## src/rtl/uart_loader_pkg.sv

```systemverilog
// uart_loader_pkg: shared constants, command/state encodings and helpers for the framed UART loader.
package uart_loader_pkg;

    localparam logic [7:0] SYNC_BYTE = 8'hA5;
    localparam logic [7:0] ACK_BYTE  = 8'h06;
    localparam logic [7:0] NAK_BYTE  = 8'h15;

    typedef enum logic [7:0] {
        CMD_WR_INSN = 8'h01,
        CMD_WR_DATA = 8'h02,
        CMD_RUN     = 8'h03,
        CMD_HALT    = 8'h04
    } cmd_e;

    typedef enum logic [2:0] {
        IDLE,
        CMD,
        ADDR,
        LEN,
        PAYLOAD,
        CHK,
        RESP
    } state_e;

    function automatic logic is_cmd(input logic [7:0] b);
        return b >= 8'h01 && b <= 8'h04;
    endfunction

    function automatic logic is_wr(input logic [7:0] b);
        return b == CMD_WR_INSN || b == CMD_WR_DATA;
    endfunction

endpackage

```

## src/rtl/uart_loader_word_pack.sv

```systemverilog
// uart_loader_word_pack: packs 4 little-endian bytes into a word; word_valid is high with the 4th byte.
module uart_loader_word_pack
    import uart_loader_pkg::*;
(
    input  logic        clk,
    input  logic        reset,
    input  logic        clear,
    input  logic        byte_valid,
    input  logic [7:0]  byte_in,
    output logic [31:0] word,
    output logic        word_valid
);

    logic [23:0] sr;
    logic [1:0]  idx;

    assign word       = {byte_in, sr};
    assign word_valid = byte_valid && idx == 2'd3;

    always_ff @(posedge clk) begin
        if (reset) begin
            sr  <= '0;
            idx <= '0;
        end else if (clear) begin
            idx <= '0;
        end else if (byte_valid) begin
            idx <= idx + 2'd1;
            sr  <= {byte_in, sr[23:8]};
        end
    end

endmodule

```

## src/rtl/uart_loader.sv

```systemverilog
// uart_loader: framed host loader (SYNC/CMD/ADDR/LEN/payload/CHK) driving core memory writes and run control.
// Define UART_LOADER_CHK_EN to expect and verify the trailing XOR checksum byte.
module uart_loader
    import uart_loader_pkg::*;
#(
    parameter int RUN_DELAY      = 100,
    parameter int TIMEOUT_CYCLES = 1000000,
    parameter int MAX_WORDS      = 16384
) (
    input  logic        clk,
    input  logic        reset,
    input  logic        rx_rd,
    input  logic [7:0]  rx_byte,
    output logic [31:0] insn_addr,
    output logic [31:0] insn_din,
    output logic        insn_we,
    output logic [31:0] data_addr,
    output logic [31:0] data_din,
    output logic        data_we,
    output logic        run,
    output logic        ack_valid,
    output logic [7:0]  ack_byte,
    output logic        busy,
    output logic        err
);

`ifdef UART_LOADER_CHK_EN
    localparam bit CHK_EN = 1'b1;
`else
    localparam bit CHK_EN = 1'b0;
`endif

    state_e      state, state_n, post;
    logic        rx_rd_q, acc, nak_n, resp_nak, expire, wv, enter_resp, frame_ok, pend;
    logic [7:0]  cmd_q, fcmd, chk, len_lo;
    logic [1:0]  idx;
    logic [15:0] words_left, len_full;
    logic [31:0] addr_ptr, word, to_cnt, dly;

    assign acc        = rx_rd & ~rx_rd_q;
    assign len_full   = {rx_byte, len_lo};
    assign fcmd       = (state == CMD) ? rx_byte : cmd_q;
    assign post       = CHK_EN ? CHK : RESP;
    assign expire     = state != IDLE && state != RESP && !acc && to_cnt == 32'(TIMEOUT_CYCLES - 1);
    assign enter_resp = state_n == RESP && state != RESP;
    assign frame_ok   = enter_resp && !nak_n;

    uart_loader_word_pack u_pack (
        .clk        (clk),
        .reset      (reset),
        .clear      (state != PAYLOAD),
        .byte_valid (acc && state == PAYLOAD),
        .byte_in    (rx_byte),
        .word       (word),
        .word_valid (wv)
    );

    always_ff @(posedge clk) begin
        if (reset)
            state <= IDLE;
        else
            state <= state_n;
    end

    always_comb begin
        state_n = state;
        nak_n   = 1'b0;
        case (state)
            IDLE:    state_n = (acc && rx_byte == SYNC_BYTE) ? CMD : IDLE;
            CMD: if (acc) begin
                nak_n   = !is_cmd(rx_byte);
                state_n = nak_n ? RESP : is_wr(rx_byte) ? ADDR : post;
            end
            ADDR:    state_n = (acc && idx == 2'd3) ? LEN : ADDR;
            LEN: if (acc && idx[0]) begin
                nak_n   = 32'(len_full) > 32'(MAX_WORDS);
                state_n = nak_n ? RESP : (len_full == 16'd0) ? post : PAYLOAD;
            end
            PAYLOAD: state_n = (wv && words_left == 16'd1) ? post : PAYLOAD;
            CHK: if (acc) begin
                state_n = RESP;
                nak_n   = rx_byte != chk;
            end
            default: state_n = IDLE;
        endcase
        // A byte arriving in the expiry cycle keeps expire low, so it wins.
        if (expire) begin
            state_n = RESP;
            nak_n   = 1'b1;
        end
    end

    always_comb begin
        busy      = state != IDLE;
        ack_valid = state == RESP;
        ack_byte  = (state == RESP) ? (resp_nak ? NAK_BYTE : ACK_BYTE) : 8'h00;
    end

    always_ff @(posedge clk) begin
        if (reset) begin
            rx_rd_q    <= 1'b0;
            cmd_q      <= '0;
            chk        <= '0;
            len_lo     <= '0;
            idx        <= '0;
            words_left <= '0;
            addr_ptr   <= '0;
            to_cnt     <= '0;
            dly        <= '0;
            pend       <= 1'b0;
            run        <= 1'b0;
            resp_nak   <= 1'b0;
            err        <= 1'b0;
            insn_we    <= 1'b0;
            data_we    <= 1'b0;
            insn_addr  <= '0;
            insn_din   <= '0;
            data_addr  <= '0;
            data_din   <= '0;
        end else begin
            rx_rd_q <= rx_rd;
            to_cnt  <= (acc || state == IDLE) ? 32'd0 : to_cnt + 32'd1;
            idx     <= (state_n != state) ? 2'd0 : idx + 2'(acc);
            insn_we <= wv && cmd_q == CMD_WR_INSN;
            data_we <= wv && cmd_q == CMD_WR_DATA;
            if (acc && state == IDLE && rx_byte == SYNC_BYTE) begin
                chk <= '0;
                err <= 1'b0;
            end
            if (acc && state inside {CMD, ADDR, LEN, PAYLOAD})
                chk <= chk ^ rx_byte;
            if (acc && state == CMD)
                cmd_q <= rx_byte;
            if (acc && state == ADDR)
                addr_ptr <= (idx == 2'd3) ? {rx_byte, addr_ptr[31:10], 2'b00} : {rx_byte, addr_ptr[31:8]};
            if (acc && state == LEN) begin
                len_lo     <= rx_byte;
                words_left <= len_full;
            end
            if (wv) begin
                words_left <= words_left - 16'd1;
                addr_ptr   <= addr_ptr + 32'd4;
                if (cmd_q == CMD_WR_INSN) begin
                    insn_addr <= addr_ptr;
                    insn_din  <= word;
                end else begin
                    data_addr <= addr_ptr;
                    data_din  <= word;
                end
            end
            if (enter_resp) begin
                resp_nak <= nak_n;
                if (nak_n)
                    err <= 1'b1;
            end
            // Loading memory always stops the core and cancels a pending start.
            if (acc && state == CMD && is_wr(rx_byte)) begin
                run  <= 1'b0;
                pend <= 1'b0;
            end else if (frame_ok && fcmd == CMD_RUN) begin
                pend <= 1'b1;
                dly  <= 32'(RUN_DELAY - 1);
            end else if (frame_ok && fcmd == CMD_HALT) begin
                run  <= 1'b0;
                pend <= 1'b0;
            end else if (pend) begin
                dly <= dly - 32'd1;
                if (dly <= 32'd1) begin
                    run  <= 1'b1;
                    pend <= 1'b0;
                end
            end
        end
    end

endmodule

```

## config.mk

```make
export PLATFORM = sky130hd
export DESIGN_NAME = uart_loader
export DESIGN_NICKNAME = d
export VERILOG_FILES = /design/src/rtl/uart_loader_pkg.sv /design/src/rtl/uart_loader_word_pack.sv /design/src/rtl/uart_loader.sv
export SDC_FILE = /design/constraint.sdc
export NUM_CORES = 1
export LEC_CHECK = 0
export BUFFER_PORTS_ARGS = -buffer_cell sky130_fd_sc_hd__buf_2
export CORE_ASPECT_RATIO = 0.6
export CORE_MARGIN = 2
export CORE_UTILIZATION = 49
export DETAILED_ROUTE_END_ITERATION = 10
export GPL_ROUTABILITY_DRIVEN = 0
export PLACE_DENSITY = 0.75
export REMOVE_ABC_BUFFERS = 1
export SKIP_CTS_REPAIR_TIMING = 1
export SLEW_MARGIN = 5
export SYNTH_ARGS = -nofsm -noshare
export SYNTH_HDL_FRONTEND = slang
export SYNTH_SLANG_ARGS = --single-unit
```

## constraint.sdc

```tcl
create_clock -name clk -period 8.6 [get_ports clk]
set_clock_uncertainty 0.05 [all_clocks]
set_input_delay 0.43 -clock clk [delete_from_list [all_inputs] [get_ports clk]]
set_output_delay 0.43 -clock clk [all_outputs]
set_load 0.02 [all_outputs]
```

### Word-level counts from Yosys, hierarchy flattened

Cells that the tools add are included.

| storage, ports and cells | value |
|---|---|
| register bits after elaboration | 302 |
| word-level logic and storage cells | 149 |
| output and inout port bits | 142 |
| bits of input ports | 11 |

| operators by class | value |
|---|---|
| mux-type cells | 40 |
| add/subtract/negate cells | 6 |
| order comparisons | 4 |
| eq/ne operators | 23 |
| bitwise operators | 7 |
| reductions and logical operators | 47 |

Operators by type and width:

| operator | number |
|---|---|
| $mux 32 | 5 |
| $add 32x1->32 const B | 1 |
| $add 32x3->32 const B | 1 |
| $eq 32x20->1 const B | 1 |
| $le 32x1->1 const B | 1 |
| $mux 16 | 2 |
| $sub 32x1->32 const B | 1 |
| $eq 8x2->1 const B | 3 |
| $mux 8 | 3 |
| $logic_and 1x1->1 | 23 |
| $mux 3 | 6 |
| $pmux 3 s6 | 1 |
| $eq 16x1->1 const B | 1 |
| $eq 8x1->1 const B | 2 |
| $gt 16x15->1 const B | 1 |
| $logic_not 16->1 | 1 |
| $mux 1 | 16 |
| $sub 16x1->16 const B | 1 |
| $eq 3x3->1 const B | 4 |
| $reduce_bool 2->1 | 6 |
| $mux 5 | 2 |
| $eq 8x3->1 const B | 1 |
| $eq 8x8->1 const B | 1 |
| $ge 8x1->1 const B | 1 |
| other kinds (23) | 42 |

### Logic depth before layout (Yosys ltp)

Gate-level depths: netlist (run 1).

| depth | value |
|---|---|
| word-level depth | 14 |
| gate-level depth with buffers | 14 |

### By module

A second synthesis (run 1) with hierarchy kept.

| second synthesis, totals | value |
|---|---|
| cell total of the unflattened synthesis | 1,654 |
| area total of the unflattened synthesis | 13,390.3 um^2 |

By module, submodules not included:

| module | sequential area each (um^2) | area each (um^2) | cells an instance | instances |
|---|---|---|---|---|
| uart_loader | 5,525.3 | 12,244.2 | 1,549 | 1 |
| uart_loader_word_pack | 520.5 | 1,146.1 | 105 | 1 |

### Worst setup path before layout (run 1)

Ideal clock, no wire load.

| timing | value |
|---|---|
| path type | input port to flip-flop |
| from | input rx_rd |
| to | register dly[15] |
| buffers on the path | 2 |
| setup time | 0.072 ns |
| stages on the path | 13 |
| slack | 5.593 ns |
| data arrival time | 2.886 ns |
| required time | 8.478 ns |
| path through | nand2b_1 -> clkinv_1 -> buf_2 -> ha_1 -> or3b_2 -> o21ai_0 -> a21boi_1 -> nand4_1 -> nor4b_4 -> or2_1 -> buf_2 -> nor4_1 -> mux2i_1 |

| between the ends | value |
|---|---|
| cells in the longest elaborated chain, start to end | 13 |
| elaborated cells between the ends (all ways) | 36 |
| classes of those cells | 2 x eq/ne; 14 x mux; 2 x bitwise; 18 x reduce/logical |

RTL lines:

| what | line | RTL |
|---|---|---|
| start, declared | uart_loader.sv:12 | `input logic rx_rd,` |
| $and 1x1->1 * | uart_loader.sv:40 | `assign acc = rx_rd & ~rx_rd_q;` |
| $logic_and 1x1->1 | uart_loader.sv:52 | `.byte_valid (acc && state == PAYLOAD),` |
| $logic_and 1x1->1 | uart_loader_word_pack.sv:18 | `assign word_valid = byte_valid && idx == 2'd3;` |
| $logic_and 1x1->1 | uart_loader.sv:79 | `PAYLOAD: state_n = (wv && words_left == 16'd1) ? post : PAYLOAD;` |
| $mux 2 | uart_loader.sv:79 |  |
| $pmux 3 s6 | uart_loader.sv:68 | `case (state)` |
| $mux 3 | uart_loader.sv:87 | `if (expire) begin` |
| $eq 3x3->1 | uart_loader.sv:45 | `assign enter_resp = state_n == RESP && state != RESP;` |
| $logic_and 1x1->1 | uart_loader.sv:45 |  |
| $logic_and 1x1->1 | uart_loader.sv:46 | `assign frame_ok = enter_resp && !nak_n;` |
| $logic_and 1x1->1 (on tied branches) | uart_loader.sv:160, uart_loader.sv:163 |  |
| $ne 2x2->1 (no source line) or $reduce_bool 2->1 (tied branches) | -- |  |
| $reduce_and 3->1 (no source line) | -- |  |
| end signal, assigned | uart_loader.sv:162 | `dly <= 32'(RUN_DELAY - 1);` |
| end signal, assigned | uart_loader.sv:167 | `dly <= dly - 32'd1;` |
| end, declared | uart_loader.sv:38 | `logic [31:0] addr_ptr, word, to_cnt, dly;` |

Mark *: on every way between the ends. The rest lies on a longest branch, timed or not.
A chain may end at the register's enable or synchronous reset.

### Final worst setup path (run 1)

| timing | value |
|---|---|
| from | register state[2] |
| to | register insn_addr[30] |

| between the ends | value |
|---|---|
| cells in the longest elaborated chain, start to end | 4 |

RTL lines:

| what | line | RTL |
|---|---|---|
| start, declared | uart_loader.sv:33 | `state_e state, state_n, post;` |
| start signal, assigned | uart_loader.sv:62 | `state <= state_n;` |
| $eq 3x3->1 | uart_loader.sv:52 |  |
| $logic_and 1x1->1 | uart_loader.sv:52 |  |
| $logic_and 1x1->1 | uart_loader_word_pack.sv:18 |  |
| $reduce_and 2->1 (no source line) | -- |  |
| end signal, assigned | uart_loader.sv:144 | `insn_addr <= addr_ptr;` |
| end, declared | uart_loader.sv:14 | `output logic [31:0] insn_addr,` |

Every way passes these cells.

==> results of run 1 <==
-- metal layers --
layer / wire, um / up-vias / GRT usage (%)
met5: 0 / - / 0
met4: 451 / 0 / 4.98
met3: 2590 / 37 / 4.15
met2: 14000 / 407 / 34.3
met1: 16500 / 5495 / 35.0
li1: - / 5764 / -
-- per-stage QoR --
step	util, %	hold WS, ps	power (mW)	cell area [sq um]	worst slack, ps
final	56.2	87.9	2.77	14700	4680
after global routing	56.2	103	2.85	14700	4340
after CTS	56.2	75.4	2.79	14700	4700
after detailed placement	52.4	397	1.48	13700	4720
after global placement	52.4	389	1.48	13700	4830
after floorplan	-	378	1.45	12400	4070
-- power by group through the flow --
| stage | logic, mW | registers [mW] | clock network (mW) |
|---|---|---|---|
| floorplan | 0.0149 | 1.43 | 0 |
| CTS | 0.0502 | 1.40 | 1.34 |
| detailed placement | 0.0500 | 1.43 | 0 |
| global route | 0.0548 | 1.40 | 1.39 |
| finish | 0.0512 | 1.40 | 1.32 |
| global placement | 0.0499 | 1.43 | 0 |
-- critical path, stage by stage, from the launching register on --
cell	delay, ps
dfxtp_1	860
or3b_1	460
nor2_2	800
nand2_1	110
buf_4	280
nor3_4	310
buf_4	630
nand2_1	130
a21oi_1	160
-- cells by family after synthesis --
| group | count (synthesis) |
|---|---|
| mux | 6 |
| xor+xnor | 40 |
| simple gates | 736 |
| compound gates | 390 |
| other cells | 1 |
| fa+ha+maj | 8 |
| flops | 302 |
| buf+inv | 139 |
-- registers in the layout, indices dropped and copies added, names as in the netlist --
signal      flops
insn_din       32
state           3
cmd_q           8
dly            32
insn_we         1
resp_nak        1
len_lo          8
addr_ptr       32
chk             8
idx             2
run             1
to_cnt         32
rx_rd_q         1
insn_addr      32
err             1
u_pack.sr      24
words_left     16
u_pack.idx      2
data_addr      32
data_din       32
data_we         1
pend            1
-- final cells by class --
cell class	instances	share of cell area, %
multi-input combinational	1184	43.0
sequential	302	41.1
clock buffer	40	5.76
timing repair buffer	158	5.59
tap	360	3.06
clock inverter	10	0.918
inverter	25	0.638
-- synthesized netlist by cell type, types with 8 or more instances --
master,instances
a21oi_1,238
a31oi_1,17
and3_1,14
buf_2,22
buf_6,8
clkbuf_1,78
dfxtp_1,302
ha_1,8
inv_1,24
nand2_1,397
nand2b_1,14
nand3_1,46
nand4_1,14
nor2_1,108
nor2b_1,9
nor3_1,24
nor4_1,18
o211ai_1,25
o21ai_0,42
o31ai_1,17
or3_1,26
or4_1,9
xnor2_1,18
xor2_1,22
-- worst paths after layout --
kind | depth (start not counted) | slack [ps] | start | to
max reg2reg | 8 | 4680 | state[2]$_SDFF_PP0_ | insn_addr[30]$_SDFFE_PP0P_
max | 8 | 4680 | state[2]$_SDFF_PP0_ | insn_addr[30]$_SDFFE_PP0P_
min | 2 | 90 | rx_rd | rx_rd_q$_SDFF_PP0_
min reg2reg | 2 | 400 | insn_addr[12]$_SDFFE_PP0P_ | insn_addr[12]$_SDFFE_PP0P_
==> qor.yml, run 1 <==
outcome:
  outcome: "finished, final reports clean"
clock_tree:
  cts_tree: "done"
  cts_max_level: 1
  root_buffer: "clkbuf_16"
  clk_latency_ps: 560
  cts_buffer_depth: 3
  path_clk_slew_ps: 70
  numCtsBuffers: 28
  clock-sinks: 302
layout:
  multi_input_area_sq_mm: 0.00632
  drive_gt1_share_pct: 13.8
  regArea_sq_mm: 0.00605
  layout_common_cells: "nand2_1, dfxtp_1, a21oi_1"
  syn2layout_area_growth_pct: 13.6
  final_common_cell: "nand2_1"
  nets: 1718
  filler_cell_count: 2372
  diodes: 0
  instances_no_fill: 2079
power:
  p_leak_nw: 5.43
  combPwrFrac_pct: 1.8
  clockPowerShare_pct: 47.6
  switching_share_pct: 21.3
  power.density_mw_per_mm2: 188
  p_switching_mw: 0.590
  pwr-share-seq_pct: 50.5
  intPower_mw: 2.18
  peakVddDrop_mv: 0.132
setup_path:
  critPathMaxFanout: 62
  start_kind: "flop"
  cp.arrival_ps: 4340
  cp-end-kind: "flop"
  cp.required_ps: 9020
  critPathKind: "reg -> reg"
logic_synthesis:
  synth_xor_xnor_area_share_pct: 2.70
  ys_ff_latch: 302
  synth_area_leaders: "dfxtp_1, nand2_1, a21oi_1, nor2_1, clkbuf_1"
  synthFlopType: "dfxtp_1"
  synth_area_leader_cell: "dfxtp_1"
  syn_inst: 1622
  yosys-mux-area-fraction_pct: 0.473
  synth_top_area_share_pct: 46.7
  synth_area_sq_mm: 0.0130
  synth_top_family_by_area: "simple AND/OR/NAND/NOR gates"
  ys_seq_area_share_pct: 46.7
  ys_types: 76
  synth_fa_ha_area_share_pct: 0.773
  synthSimpleGateAreaFrac_pct: 26.8
  synth_edf_count: 0
  avgSynthCellArea_sq_um: 7.99
  synthArstFlopShare_pct: 0
  synth_compound_area_share_pct: 17.7
  ys.warnings.count: 0
route:
  via_per_inst: 5.63
  drc: 0
  drt_iter0_drc: 1016
  vias: 11700
  routed_wl_mm: 33.6
  drtAntennaViolNets: 0
  drtPass1Iterations: 5
  post_drt_wl_per_cell_um: 16.2
sta:
  setup_viol: 0
  min_period_over_period_pct: 45.6
  hold_viol_final: 0
  fmax_mhz: 255
  final_max_slew_viol_count: 0
  tns_ps: 0
  fin_crit_ps: 3920
  rsz0062_at_grt: "no"
  max_slew_margin_pct: 18.0
  worstMarginPinSlew_ps: 1230
grt:
  antenna_found_initial: 0
  grt_overflow: 0
  grt_max_degree: 100
  grt_first_pass_wirelength_mm: 53.6
  grt_usage_pct: 23.1
  grt_pass1_vias: 10400
die:
  ios: 153
  rows: 46
  fp.dieW_um: 214
  die_h_um: 130
  dieArea_sq_mm: 0.0278
  initial_utilization_pct: 49.5
  core_sq_mm: 0.0262
hold_path:
  min_path_type: "in -> reg"
placement:
  dpl.cell_count: 2029
  numPortBuffers: 148
  dpl.hpwl_mm: 22.2
job:
  maxCapViolCount: 0
Power figures use the tool's default switching activity.
==> inputs of run 2 (changes only) <==
- ABC_AREA: default -> 1
- clock period: 8.6 -> 4.1 ns (I/O delays scaled with it)
==> run 2 against run 1 <==
  * The run now ends with hold timing left
  * Combinational power is 110% higher
  * Worst hold slack got worse by 91 ps
  * Final area up 6.2%
  * Clock-buffer cell count is 6 lower
  * Routed wire length grew 10%
  * Synthesized area increased by 5.4%
  * Setup slack lost 3800 ps
  * Largest cell class unchanged
  * Die area grew 5.3%
  * Via count increased by 12%
  * Utilization is 0.74 points higher
  * Power rose by 110%
  * Sequential power is 110% higher
==> qor.yml, run 2 <==
power:
  clockPowerShare_pct: 48.6  # +1.0 points
  p_leak_nw: 7.11  # +31%
  switching_share_pct: 21.4  # +0.13 points
  pwr-share-seq_pct: 49.6  # -0.9 points
  intPower_mw: 4.65  # +110%
  combPwrFrac_pct: 1.9  # about the same
  peakVddDrop_mv: 0.427  # +220%
  p_switching_mw: 1.27  # +120%
  power.density_mw_per_mm2: 379  # +100%
setup_path:
  cpLargestDelayFamily: "simple AND/OR/NAND/NOR gates"
  cp_num_buf_inv: 0  # -2
  cp.required_ps: 4540  # -4480 ps
  critPathMaxFanout: 36  # -42%
  cpPeakStageDelay_ps: 740  # -120 ps
  crit_top_cell: "nor2_1"
  cp.depth: 12  # +4
  reg2regPathDepth: 12  # +4
  reg2reg_to: "dly[22]$_SDFFE_PP0P_"
  r2r_start: "state[0]$_SDFF_PP0_"
  cp.arrival_ps: 3640  # -700 ps
  worst-r2r-setup-slack_ps: 900  # -3780 ps
  slowest_stage: "a21oi_4"
  path_cells: "nand2_2 > nor2_1 > nand2_1 > nor2_1 > nand3_1 > nand3_1 > nand2_1 > nor2_2 > nand4_4 > a21oi_4 > nor2_1 > nor2_1"
  start_kind: "flop"
  critPathKind: "reg -> reg"
  cp-end-kind: "flop"
sta:
  fmax_mhz: 313  # +22%
  setup_viol: 0  # unchanged
  final_max_slew_viol_count: 0  # unchanged
  max_slew_margin_pct: 30.7  # +13 points
  hold_viol_final: 1  # +1
  min_period_over_period_pct: 78.0  # +32 points
  rsz0062_at_grt: "no"
  worst_hold_slack_ps: -3.13  # -91.0 ps
  fin_crit_ps: 3200  # -719 ps
  worstMarginPinSlew_ps: 1040  # -189 ps
clock_tree:
  root_buffer: "clkbuf_16"
  cts_max_level: 1  # unchanged
  cts_tree: "done"
  numCtsBuffers: 28  # unchanged
  clk_latency_ps: 570  # about the same
  clock-sinks: 302  # unchanged
  cts_buffer_depth: 3  # unchanged
  path_clk_slew_ps: 60  # about the same
logic_synthesis:
  synth_area_leader_cell: "dfxtp_1"
  syn_inst: 1954  # +20%
  synthFlopType: "dfxtp_1"
  synth_edf_count: 0  # unchanged
  synth_top_area_share_pct: 44.3  # -2.4 points
  ys_types: 50  # -34%
  synth_area_sq_mm: 0.0137  # +5.4%
  synthArstFlopShare_pct: 0  # unchanged
  avgSynthCellArea_sq_um: 6.99  # -12%
  yosysMostFrequentCell: "nor2_1"
  ys_ff_latch: 302  # unchanged
  ys_seq_area_share_pct: 44.3  # -2.4 points
  synth_commonest_cells: "nor2_1, nand2_1, dfxtp_1"
  ys.warnings.count: 0  # unchanged
  synth_area_leaders: "dfxtp_1, nor2_1, nand2_1, o21ai_0, a21oi_1"
layout:
  instances_no_fill: 2444  # +18%
  drive_gt1_share_pct: 11.8  # -2.0 points
  fin_area_sq_mm: 0.0156  # +6.2%
  layout_common_cells: "nor2_1, nand2_1, dfxtp_1"
  nets: 2074  # +21%
  final_common_cell: "nor2_1"
  utilization_pct: 56.9  # +0.74 points
  syn2layout_area_growth_pct: 14.5
grt:
  grt_pass1_vias: 11600  # +12%
  grt_usage_pct: 24.7  # +1.6 points
  grt_overflow: 0  # unchanged
  grt_first_pass_wirelength_mm: 59.9  # +12%
  grt_max_degree: 110  # +10%
  antenna_found_initial: 0  # unchanged
die:
  rows: 47  # +2.2%
  initial_utilization_pct: 49.7  # +0.26 points
  core_sq_mm: 0.0275  # +4.9%
  dieArea_sq_mm: 0.0293  # +5.3%
  fp.dieW_um: 220  # +2.6%
  ios: 153  # unchanged
  die_h_um: 133  # +2.6%
outcome:
  outcome: "finished, violations left"
  violations: "hold timing"
hold_path:
  min_path_type: "in -> reg"
  min_path_cells: 3  # +1
  whs_endpoint: "len_lo[2]$_SDFFE_PP0P_"
  min_from: "rx_byte[2]"
route:
  vias: 13200  # +12%
  drtAntennaViolNets: 0  # unchanged
  post_drt_wl_per_cell_um: 15.1  # -6.3%
  drc: 0  # unchanged
  drt_iter0_drc: 1310  # +29%
  via_per_inst: 5.38  # -4.4%
  routed_wl_mm: 37.0  # +10%
  drtPass1Iterations: 5  # unchanged
placement:
  place_area_sq_mm: 0.0146  # +6.0%
  dpl.cell_count: 2387  # +18%
  numPortBuffers: 148  # unchanged
  dpl.hpwl_mm: 25.0  # +13%
job:
  maxCapViolCount: 0  # unchanged
==> run 2: cell types whose count changed in the layout (fill, tap and decap cells not counted), moves of 13 or more <==
cell | previous run | this run
a21oi_1 | 238 | 155
inv_1 | 24 | 173
o211ai_1 | 25 | 7
nand3_1 | 46 | 89
nand2b_1 | 14 | 0
o31ai_1 | 17 | 4
o22ai_1 | 1 | 16
o21ai_0 | 42 | 208
nand2_1 | 396 | 309
nor2_1 | 108 | 385
or3_1 | 26 | 0
==> run 2: cell families (layout without fill, tap and decap cells) <==
family	after synthesis	after routing	share of synthesized area (%)
flip-flops	302	302	44.3
adder cells (fa/ha/maj)	8	8	0.733
other	1	5	0.0275
AO/OA/AOI/OAI	437	437	17.1
AND/OR/NAND/NOR	888	888	27.3
XOR/XNOR	38	38	2.44
buffers and inverters	280	399	8.08
==> run 2: worst max-delay path by stage <==
| stage | endpoint | start |
|---|---|---|
| 5_1_grt | dly[5]$_SDFFE_PP0P_ | state[0]$_SDFF_PP0_ |
| 3_3_place_gp | dly[23]$_SDFFE_PP0P_ | state[0]$_SDFF_PP0_ |
| 6_report | dly[22]$_SDFFE_PP0P_ | state[0]$_SDFF_PP0_ |
| 2_1_floorplan | data_addr[0]$_SDFFE_PP0P_ | rx_rd_q$_SDFF_PP0_ |
| 3_5_place_dp | dly[19]$_SDFFE_PP0P_ | rx_rd |
| 4_1_cts | dly[0]$_SDFFE_PP0P_ | state[0]$_SDFF_PP0_ |
==> run 2: routing by layer <==
layer	track usage, %	share of wire (%)	up-vias
li1	-	-	6576
met1	37.8	49	6004
met2	34.9	40	525
met3	6.44	9.3	54
met4	4.62	1.7	0
met5	0	0	-
==> run 2: layout make-up <==
class                   instances  area (sq um)
well taps                     367           459
clock inverters                17           267
flip-flops and latches        302          6050
inverters                     186           701
fillers                      2526         11800
diodes                          1          2.50
repair buffers                162           871
multi-input cells            1375          6540
clock buffers                  34           753
==> run 2: power by group through the flow <==
stage / Clock, mW / Sequential (mW) / Combinational [mW]
floorplan: 0 / 3.00 / 0.0548
global route: 3.04 / 2.93 / 0.120
detailed placement: 0 / 3.00 / 0.104
CTS: 2.92 / 2.94 / 0.104
global placement: 0 / 3.00 / 0.102
finish: 2.88 / 2.94 / 0.110
==> run 2: stage by stage <==
stage,power (mW),TNS [ps],setup WS [ps]
floorplan,3.06,-155250,-2280
global placement,3.10,0,1110
detailed placement,3.11,0,1000
CTS,5.96,0,997
global route,6.10,0,626
finish,5.92,0,900
==> run 2: tightest hold or removal path, cell delays in order <==
cell and delay [ps]:
buf_2 140, nand2_1 130, a21oi_1 80
